==> config.mk <==
export PLATFORM = sky130hd
export DESIGN_NAME = instr_fetch_unit
export DESIGN_NICKNAME = d
export VERILOG_FILES = /design/src/rtl/instr_fetch_unit.sv
export SDC_FILE = /design/constraint.sdc
export NUM_CORES = 1
export LEC_CHECK = 0
export ABC_AREA = 1
export CORE_UTILIZATION = 63
export CTS_CLUSTER_SIZE = 40
export DETAILED_ROUTE_END_ITERATION = 6
export DONT_BUFFER_PORTS = 1
export GPL_TIMING_DRIVEN = 0
export PLACE_DENSITY = 0.86
export SYNTH_ARGS = -nofsm -noshare
export SYNTH_HDL_FRONTEND = slang
export SYNTH_SLANG_ARGS = --single-unit
==> constraint.sdc <==
create_clock -name clk -period 2.85 [get_ports clk]
set_input_delay 0.1425 -clock clk [delete_from_list [all_inputs] [get_ports clk]]
set_output_delay 0.1425 -clock clk [all_outputs]
set_load 0.01 [all_outputs]
==> src/rtl/instr_fetch_unit.sv <==
// Instruction fetch stage: owns the PC, fetches one word per instruction over a
// req/ack handshake, strobes the ControlUnit and keeps a circular return-address stack.
module instr_fetch_unit #(
    parameter logic [15:0] RESET_PC  = 16'h0000,
    parameter int          RAS_DEPTH = 4
) (
    input  logic        clk,
    input  logic        rst_n,
    output logic        imem_req,
    output logic [15:0] imem_addr,
    input  logic [15:0] imem_rdata,
    input  logic        imem_ack,
    output logic [15:0] PC,
    output logic [15:0] instr,
    output logic [3:0]  opcode,
    output logic        mode,
    output logic        cu_enable,
    input  logic        pc_upd_valid,
    input  logic [1:0]  SrcPc,
    input  logic [15:0] branch_target,
    input  logic [15:0] jump_target,
    output logic        ras_overflow,
    output logic        ras_underflow
);

    localparam int             PTR_W    = (RAS_DEPTH > 1) ? $clog2(RAS_DEPTH) : 1;
    localparam logic [PTR_W:0] RAS_FULL = (PTR_W + 1)'(RAS_DEPTH);
    localparam logic [3:0]     OP_CALL  = 4'b1101;
    localparam logic [3:0]     OP_RET   = 4'b1110;

    typedef enum logic [1:0] {
        FETCH = 2'd0,
        ISSUE = 2'd1,
        EXEC  = 2'd2
    } state_t;

    state_t             state;
    state_t             state_nxt;
    logic [15:0]        ir;
    logic [15:0]        pc_inc;
    logic [15:0]        pc_nxt;
    logic [15:0]        ras [RAS_DEPTH];
    logic [PTR_W-1:0]   sp;
    logic [PTR_W-1:0]   top_ptr;
    logic [PTR_W:0]     count;
    logic [15:0]        ras_top;
    logic               ras_empty;
    logic               ras_full;
    logic               fetch_done;
    logic               upd;
    logic               is_call;
    logic               is_ret;

    assign imem_addr = PC;
    assign instr     = ir;
    assign opcode    = ir[15:12];
    assign mode      = ir[11];

    // An ack only counts while a request is actually outstanding.
    assign fetch_done = (state == FETCH) && imem_req && imem_ack;
    assign upd        = (state == EXEC) && pc_upd_valid;

    assign pc_inc    = PC + 16'd1;
    assign top_ptr   = sp - PTR_W'(1);
    assign ras_top   = ras[top_ptr];
    assign ras_empty = (count == '0);
    assign ras_full  = (count == RAS_FULL);
    assign is_call   = (opcode == OP_CALL);
    assign is_ret    = (opcode == OP_RET) && (SrcPc == 2'b11);

    always_comb begin
        state_nxt = state;
        case (state)
            FETCH:   if (fetch_done) state_nxt = ISSUE;
            ISSUE:   state_nxt = EXEC;
            EXEC:    if (pc_upd_valid) state_nxt = FETCH;
            default: state_nxt = FETCH;
        endcase
    end

    // Non-RET SrcPc=11 just peeks at the top; an empty RET falls through to PC+1.
    always_comb begin
        pc_nxt = pc_inc;
        case (SrcPc)
            2'b00:   pc_nxt = pc_inc;
            2'b01:   pc_nxt = branch_target;
            2'b10:   pc_nxt = jump_target;
            default: pc_nxt = (is_ret && ras_empty) ? pc_inc : ras_top;
        endcase
    end

    always_ff @(posedge clk) begin
        if (!rst_n) begin
            state         <= FETCH;
            PC            <= RESET_PC;
            ir            <= 16'h0000;
            imem_req      <= 1'b0;
            cu_enable     <= 1'b0;
            sp            <= '0;
            count         <= '0;
            ras_overflow  <= 1'b0;
            ras_underflow <= 1'b0;
        end else begin
            state     <= state_nxt;
            imem_req  <= (state_nxt == FETCH);
            cu_enable <= (state_nxt == ISSUE);
            if (fetch_done) begin
                ir <= imem_rdata;
            end
            if (upd) begin
                PC <= pc_nxt;
                // A push into a full stack overwrites the oldest slot, which is the one at sp.
                if (is_call) begin
                    sp <= sp + PTR_W'(1);
                    if (ras_full) begin
                        ras_overflow <= 1'b1;
                    end else begin
                        count <= count + (PTR_W + 1)'(1);
                    end
                end else if (is_ret) begin
                    if (ras_empty) begin
                        ras_underflow <= 1'b1;
                    end else begin
                        sp    <= top_ptr;
                        count <= count - (PTR_W + 1)'(1);
                    end
                end
            end
        end
    end

    always_ff @(posedge clk) begin
        if (rst_n && upd && is_call) begin
            ras[sp] <= pc_inc;
        end
    end

endmodule

# Word level (Yosys, flattened, before mapping)
# Memory sizes are Yosys's and may differ from the RTL's.
# Index checks and enable logic that the tools add are counted.
# op_classes
n_addsub	5
eq_ne	11
mux	14
bitwise_logic	1
reduce_logical	16
# ops
op	n
$pmux W16 S3	1
$add A16 B1 Y16 const B	1
$mux W16	1
$mux W3	4
$mux W2	5
$eq A4 B4 Y1 const B	2
$reduce_and A4 Y1	2
$logic_and A1 B1 Y1	7
$eq A2 B1 Y1 const B	3
$eq A2 B2 Y1 const B	3
$logic_not A2 Y1	3
$pmux W2 S3	1
$reduce_and A3 Y1	2
$add A3 B1 Y3 const B	1
$eq A3 B3 Y1 const B	1
$logic_not A3 Y1	1
$sub A3 B1 Y3 const B	1
$add A2 B1 Y2 const B	1
$mux W1	2
$ne A2 B1 Y1 const B	1
$ne A2 B2 Y1 const B	1
$reduce_bool A2 Y1	1
$sub A2 B1 Y2 const B	1
$not A1 Y1	1
# word_totals
ff_bits	43
ramBits	64
in_bits	54
out_inout_bits	57
wordCells	57
n_memories	1
# memory_table
memory	depth	width	rd	rd_clocked_by_memory_dff	wr	line	source
ras	4	16	1	0	1	42	logic [15:0] ras [RAS_DEPTH];

# Longest topological paths before layout
# Gate-level depths: netlist of run 1.
# depth
word_depth	6
depth_mapped	14
depth_no_buf	12

# Least setup slack after synthesis of run 1
# No wires, ideal clock.
# synth_timing
path_kind	reg-to-reg
start	register ir[14], in the netlist instr[14]
end	memory ras[0][0] (enable)
setup_time_ns	0.389
arrival_ns	1.685
required_time_ns	2.461
path_slack_ns	0.777
path_stages_with_launch	7
path_buffers	0
path_cell_list	dfxtp_1 -> nand2_1 -> inv_1 -> nand3_2 -> inv_1 -> nand3_1 -> nor2_1
# synth_via
elab_chain_cells	4
# synth_lines
element	line	source
start: declaration	39	logic [15:0] ir;
start signal: assignment	108	ir <= imem_rdata;
$eq A4 B4 Y1	68	assign is_call = (opcode == OP_CALL);
$logic_and A1 B1 Y1	133	if (rst_n && upd && is_call) begin
$mux W1	133	
$mux W1 (not written as such)	134	ras[sp] <= pc_inc;
end: declaration	42	
# No other way between the ends.

# Final worst setup path of run 1
# layout_timing
start	register sp[0]
end	register PC[1]
# layout_via
elab_chain_cells	4
# layout_lines
element	line	source
start: declaration	43	logic [PTR_W-1:0] sp;
start signal: assignment	114	sp <= sp + PTR_W'(1);
start signal: assignment	124	sp <= top_ptr;
$sub A2 B1 Y2	64	assign top_ptr = sp - PTR_W'(1);
$mem_v2 Z4 W16	-	
$mux W16	88	default: pc_nxt = (is_ret && ras_empty) ? pc_inc : ras_top;
$pmux W16 S3	84	case (SrcPc)
end signal: assignment	111	PC <= pc_nxt;
end: declaration	13	output logic [15:0] PC,
# No other way between the ends.
# A chain may end at the register's enable or synchronous reset.

==> results of run 1 <==
[logic make-up after synthesis]
group	Yosys count
DFF	107
and+or+nand+nor	356
AOI/OAI and AO/OA	69
buffers and inverters	105
xor gates and xnor gates	9
adders and majority gates	6
[critical path: cells and delay by family (launching register included)]
family | cells | cell delay [ns]
compound gates | 4 | 0.52
fa+ha+maj | 1 | 0.30
buf+inv | 6 | 1.25
flops | 1 | 0.37
simple gates | 2 | 0.14
[Yosys cell counts]
library cell,count
ha_1,5
nand3_2,1
or2_0,2
buf_6,2
nand4_1,4
a21oi_2,5
nand3_1,74
o21ai_0,23
nor3_4,1
a221oi_1,1
buf_4,21
buf_2,12
o21ai_1,3
fa_1,1
nand2_2,2
inv_1,57
buf_1,2
inv_2,1
nor3_1,2
a31oi_1,3
nor2_2,4
edfxtp_1,64
xor2_1,9
dfxtp_1,43
nor2_1,51
a211oi_1,2
nand2_1,212
clkbuf_1,10
a22o_1,8
o22ai_1,1
nand3b_1,2
a21oi_1,23
nor3_2,1
[flip-flops by register name, summed over array words and instances, names as in the netlist]
name / count
ras: 64
PC: 16
instr: 16
count: 3
sp: 2
state: 2
cu_enable: 1
imem_req: 1
ras_overflow: 1
ras_underflow: 1
[layer usage]
layer	vias to the layer above	part of all wire	track usage
met3	44	0.11	0.0801
met1	2127	0.39	0.405
met2	277	0.47	0.528
met4	0	0.034	0.158
met5	-	0	0
li1	2160	-	-
[power by group]
group,switching (mW),internal (mW)
sequential,0.0420,1.65
combinational,0.117,0.0723
clock,0.580,0.343
total,0.740,2.07
[final timing paths]
path | from | endpoint
worst max-delay path | sp[0] | PC[1]
worst min-delay path | jump_target[0] | PC[0]
worst max register to register | sp[0] | PC[1]
worst min register to register | state[1] | imem_req
[what timing repair did]
item,CTS,global route
endpoints found under the setup margin,0,4
resized for setup,0,1
hold endpoints to repair,18,0
hold buffers,17,0
[area by class of cell]
class	instances	area (µm²)
multi-input cells	440	2070
repair buffers	17	170
flip-flops and latches	107	2780
clock inverters	7	67.6
clock buffers	9	124
plain buffers	47	288
well taps	105	131
fillers	599	2360
inverters	58	218
[through the flow]
step / hold WS, ns / std cells / instance area [µm²] / utilization
finish: 0.0124 / 790 / 5850 / 0.713
detailed placement: 0.256 / 757 / 5490 / 0.668
global route: 0.0304 / 790 / 5850 / 0.713
floorplan: 0.246 / 652 / 5350 / -
global placement: 0.247 / 757 / 5480 / 0.667
CTS: 0.00447 / 790 / 5850 / 0.712
==> results.yml, run 1 <==
setup_path:
  crit_fanout: 11
  path_class: "flop to flop"
  cp_slowest_stage_delay_ns: 0.37
  endpoint_kind: "flop"
  r2r_slack_ns: 0.19
  critPathSlowestCell: "dfxtp_1"
  crit_top_cell: "buf_2"
  ff2ff_path_depth: 13
  critPathLaunchType: "flop"
  cp.arrival_ns: 2.97
  cp_cell_sequence: "buf_2 -> inv_1 -> buf_2 -> ha_1 -> buf_2 -> inv_1 -> clkbuf_4 -> o21ai_0 -> o22ai_1 -> nand2_1 -> o21ai_1 -> nand2_1 -> a21oi_1"
  required_ns: 3.16
route:
  num_vias: 4608
  drt_first_pass_iters: 5
  via_per_inst: 5.83
  drc: 0
  routed_wl_um: 13800
  dr.first_iter.drc_count: 359
  antenna_left: 0
  post_drt_wl_per_cell_um: 17.5
clocking:
  cts_root_buf: "clkbuf_8"
  clockBufferDepth: 2
  cts_htree_levels: 3
  post_cts_buffers: 0
  cts_tree: "done"
  clk_latency_ns: 0.38
  clock-sinks: 107
  clkTransAtPathRegs_ns: 0.11
  cts_buffers: 9
placed_design:
  dp_hpwl_um: 9340
  pre_cts_slack_ns: 0.234
  place.gp.congestion: 0.949
  io_buffers: 0
cells_and_area:
  drive_gt1_frac: 0.102
  area_growth_pct: 9.45
  nets: 740
  mostFrequentLayoutCells: "nand2_1 (212), nand3_1 (74), edfxtp_1 (64)"
  final_common_cell: "nand2_1"
  antenna_cells: 0
timing:
  worst_slack_ns: 0.193
  finalSetupViolations: 0
  fin_crit_ns: 2.66
  slew_viol_final: 0
  period_share: 0.932
  rsz0062_at_grt: "false"
  tightest_slew_ns: 0.962
  finalClockSkew_ns: 0.0131
  maxSlewHeadroom: 0.358
  timing.fmax_mhz: 376
  hold_viol: 0
  setup_tns_ns: 0
power:
  finalPower_mw: 2.81
  max-vdd-ir-drop_uv: 354
  p_leak_nw: 2.45
  power_density_nw_per_um2: 480
logic_synthesis:
  synth_simple_gate_area_share: 0.279
  synth_top_area_cell: "edfxtp_1"
  yosysSeqAreaShare: 0.520
  synth_compound_area_frac: 0.0763
  synth_top_family_by_area: "simple AND/OR/NAND/NOR gates"
  synthTopCellsByArea: "edfxtp_1 (36%), dfxtp_1 (16%), nand2_1 (15%), nand3_1 (6.9%), inv_1 (4.0%)"
  synthAdderAreaFrac: 0.0154
  avgSynthCellArea_um2: 8.20
  synth_nets: 712
  synthMuxAreaShare: 0
  syn_area_um2: 5350
  ys_seq_elements: 107
  yosysTopAreaCellShare: 0.359
  yosys_warnings: 0
  synth_cells: 652
  synth_xor_area_frac: 0.0147
  ys_types: 33
status:
  status: "complete, no violations"
global_routing:
  grt_pass1_vias: 4393
  grt_max_degree: 21
  grt_use_total: 0.326
  antenna_found_initial: 0
  globalRouteOverflowTotal: 0
  grt_pass1_wl_um: 21300
die:
  row_count: 33
  die_w_um: 94.1
  core_um2: 8220
  start_util: 0.651
  die_area_um2: 8860
  die_h_um: 94.1
  pin_count: 111
worst_hold_path:
  hold_class: "primary input to flop"
  worstHoldPathCells: 2
run:
  drv_cap: 0
Note: power is estimated with default switching activity, not from simulation.
==> run 2, diff against run 1 <==
ABC_AREA = 0   (was 1)
RECOVER_POWER = 50   (was not set)
==> run 2 against run 1 <==
- area after synthesis fell by 7.0%
- sequential cell count did not move
- clock power fell by 2.3%
- die area fell by 6.8%
- final area fell by 8.4%
- clock skew fell by 0.0045 ns
- sequential share of layout area rose by 4.4 points
- synthesized cell count fell by 38%
==> results.yml, run 2 <==
status:
  status: "complete, no violations"
logic_synthesis:
  synth_common_cells: "edfxtp_1 (64), nand2_1 (47), dfxtp_1 (43)"
  synthAdderAreaFrac: 0.0166
  yosys_warnings: 0
  synth_simple_gate_area_share: 0.121
  synth_cells: 403
  ys_seq_elements: 107
  synthTopCellsByArea: "edfxtp_1 (39%), dfxtp_1 (17%), mux4_2 (7.2%), nand2_1 (3.5%), buf_4 (3.5%)"
  synth_compound_area_frac: 0.122
  synth_edf_count: 64
  synthFlopType: "edfxtp_1"
  yosysTopAreaCellShare: 0.386
  synth.most_common_cell: "edfxtp_1"
  yosysSeqAreaShare: 0.559
  async_reset_ff_frac: 0
  synth_top_family_by_area: "compound AO/OA/AOI/OAI gates"
  ys_types: 60
  synth_nets: 463
  synth_top_area_cell: "edfxtp_1"
  syn_area_um2: 4980
  synthMuxAreaShare: 0.0913
  avgSynthCellArea_um2: 12.3
  synth_xor_area_frac: 0.0317
cells_and_area:
  final_common_cell: "edfxtp_1"
  nets: 490
  ff_latch_area_um2: 2780
  multi_input_area_um2: 1900
  largest_reg_flops: 64
  fill_cells: 567
  final_cells: 537
  regMostFlops: "ras"
  mostFrequentLayoutCells: "edfxtp_1 (64), nand2_1 (47), dfxtp_1 (43)"
  fin_area_um2: 5360
  antenna_cells: 0
  drive_gt1_frac: 0.115
  area_growth_pct: 7.77
  utilization: 0.698
die:
  pin_count: 111
  row_count: 32
  core_um2: 7690
  die_h_um: 90.9
  die_w_um: 90.9
  start_util: 0.647
  die_area_um2: 8260
global_routing:
  globalRouteOverflowTotal: 0
  grt_max_degree: 18
  antenna_found_initial: 0
  grt_pass1_vias: 3365
  grt_pass1_wl_um: 17900
  grt_use_total: 0.288
timing:
  tightest_slew_ns: 0.982
  maxSlewHeadroom: 0.346
  finalSetupViolations: 0
  finalClockSkew_ns: 0.00868
  whs_ns: 0.0265
  fin_crit_ns: 2.67
  timing.fmax_mhz: 374
  setup_tns_ns: 0
  period_share: 0.938
  slew_viol_final: 0
  hold_viol: 0
  rsz0062_at_grt: "false"
route:
  drt_first_pass_iters: 5
  num_vias: 3443
  drc: 0
  antenna_left: 0
  post_drt_wl_per_cell_um: 21.4
  routed_wl_um: 11500
  via_per_inst: 6.41
  dr.first_iter.drc_count: 337
clocking:
  cts_root_buf: "clkbuf_8"
  clock-sinks: 107
  cts_htree_levels: 3
  cts_tree: "done"
  clockBufferDepth: 2
  clk_latency_ns: 0.36
  post_cts_buffers: 0
  cts_buffers: 9
  clkTransAtPathRegs_ns: 0.09
setup_path:
  endpoint_kind: "flop"
  cp.arrival_ns: 2.66
  critPathLaunchType: "flop"
  crit_fanout: 16
  path_class: "flop to flop"
  required_ns: 2.84
placed_design:
  placed_cell_area_um2: 5100
  placed_cells: 505
  dp_hpwl_um: 7710
  place.gp.congestion: 0.851
  io_buffers: 0
worst_hold_path:
  hold_class: "primary input to flop"
power:
  p_leak_nw: 1.86
  power_density_nw_per_um2: 507
  max-vdd-ir-drop_uv: 374
run:
  drv_cap: 0
run 2: layout make-up:
cell class / instances / area share
well taps: 102 / 0.0238
clock buffers: 11 / 0.0245
multi-input cells: 246 / 0.353
plain buffers: 43 / 0.0334
inverters: 6 / 0.00420
repair buffers: 17 / 0.0317
clock inverters: 5 / 0.0100
flip-flops and latches: 107 / 0.519
run 2: power by group:
part           total [mW]  internal (mW)  switching, mW
clock               0.902          0.403          0.499
sequential           1.68           1.64         0.0311
combinational       0.141         0.0563         0.0850
total                2.72           2.10          0.615
run 2: kinds of logic after synthesis:
logic type / Yosys count
AOI/OAI and AO/OA: 83
xor gates and xnor gates: 18
adders and majority gates: 6
buffers and inverters: 50
DFF: 107
muxes: 25
and+or+nand+nor: 114
run 2: final timing paths:
| kind | from | end | slack, ns | depth (start not counted) |
|---|---|---|---|---|
| max | state[1] | ras[1][8] | 0.18 | 5 |
| min reg2reg | instr[6] | instr[6] | 0.51 | 2 |
| min | branch_target[6] | PC[6] | 0.03 | 2 |
| max reg2reg | state[1] | ras[1][8] | 0.18 | 5 |
run 2: repair_timing:
| item | in CTS | in global routing |
|---|---|---|
| hold buffers | 17 | 0 |
| gates resized for setup | 0 | 0 |
| hold endpoints to repair | 17 | 0 |
| endpoints found under the setup margin | 9 | 0 |
run 2: worst max-delay path, stage by stage (launching register included):
cell and delay [ns]:
dfxtp_1 0.39, and3b_1 0.17, clkbuf_1 0.34, nand2_1 0.27, nor2_1 0.30, and2_1 0.83
run 2: routing by layer:
layer  part of all wire  global-route usage  up-vias
li1                   -                   -     1541
met1               0.39               0.374     1687
met2               0.50               0.484      180
met3              0.083              0.0657       35
met4              0.023              0.0913        0
met5                  0                   0        -
run 2: per-stage QoR:
step | setup WS (ns) | total power [mW]
CTS | 0.164 | 2.72
floorplan | 0.465 | 1.80
detailed placement | -0.123 | 1.84
global route | 0.00961 | 2.80
finish | 0.178 | 2.72
global placement | -0.00288 | 1.83
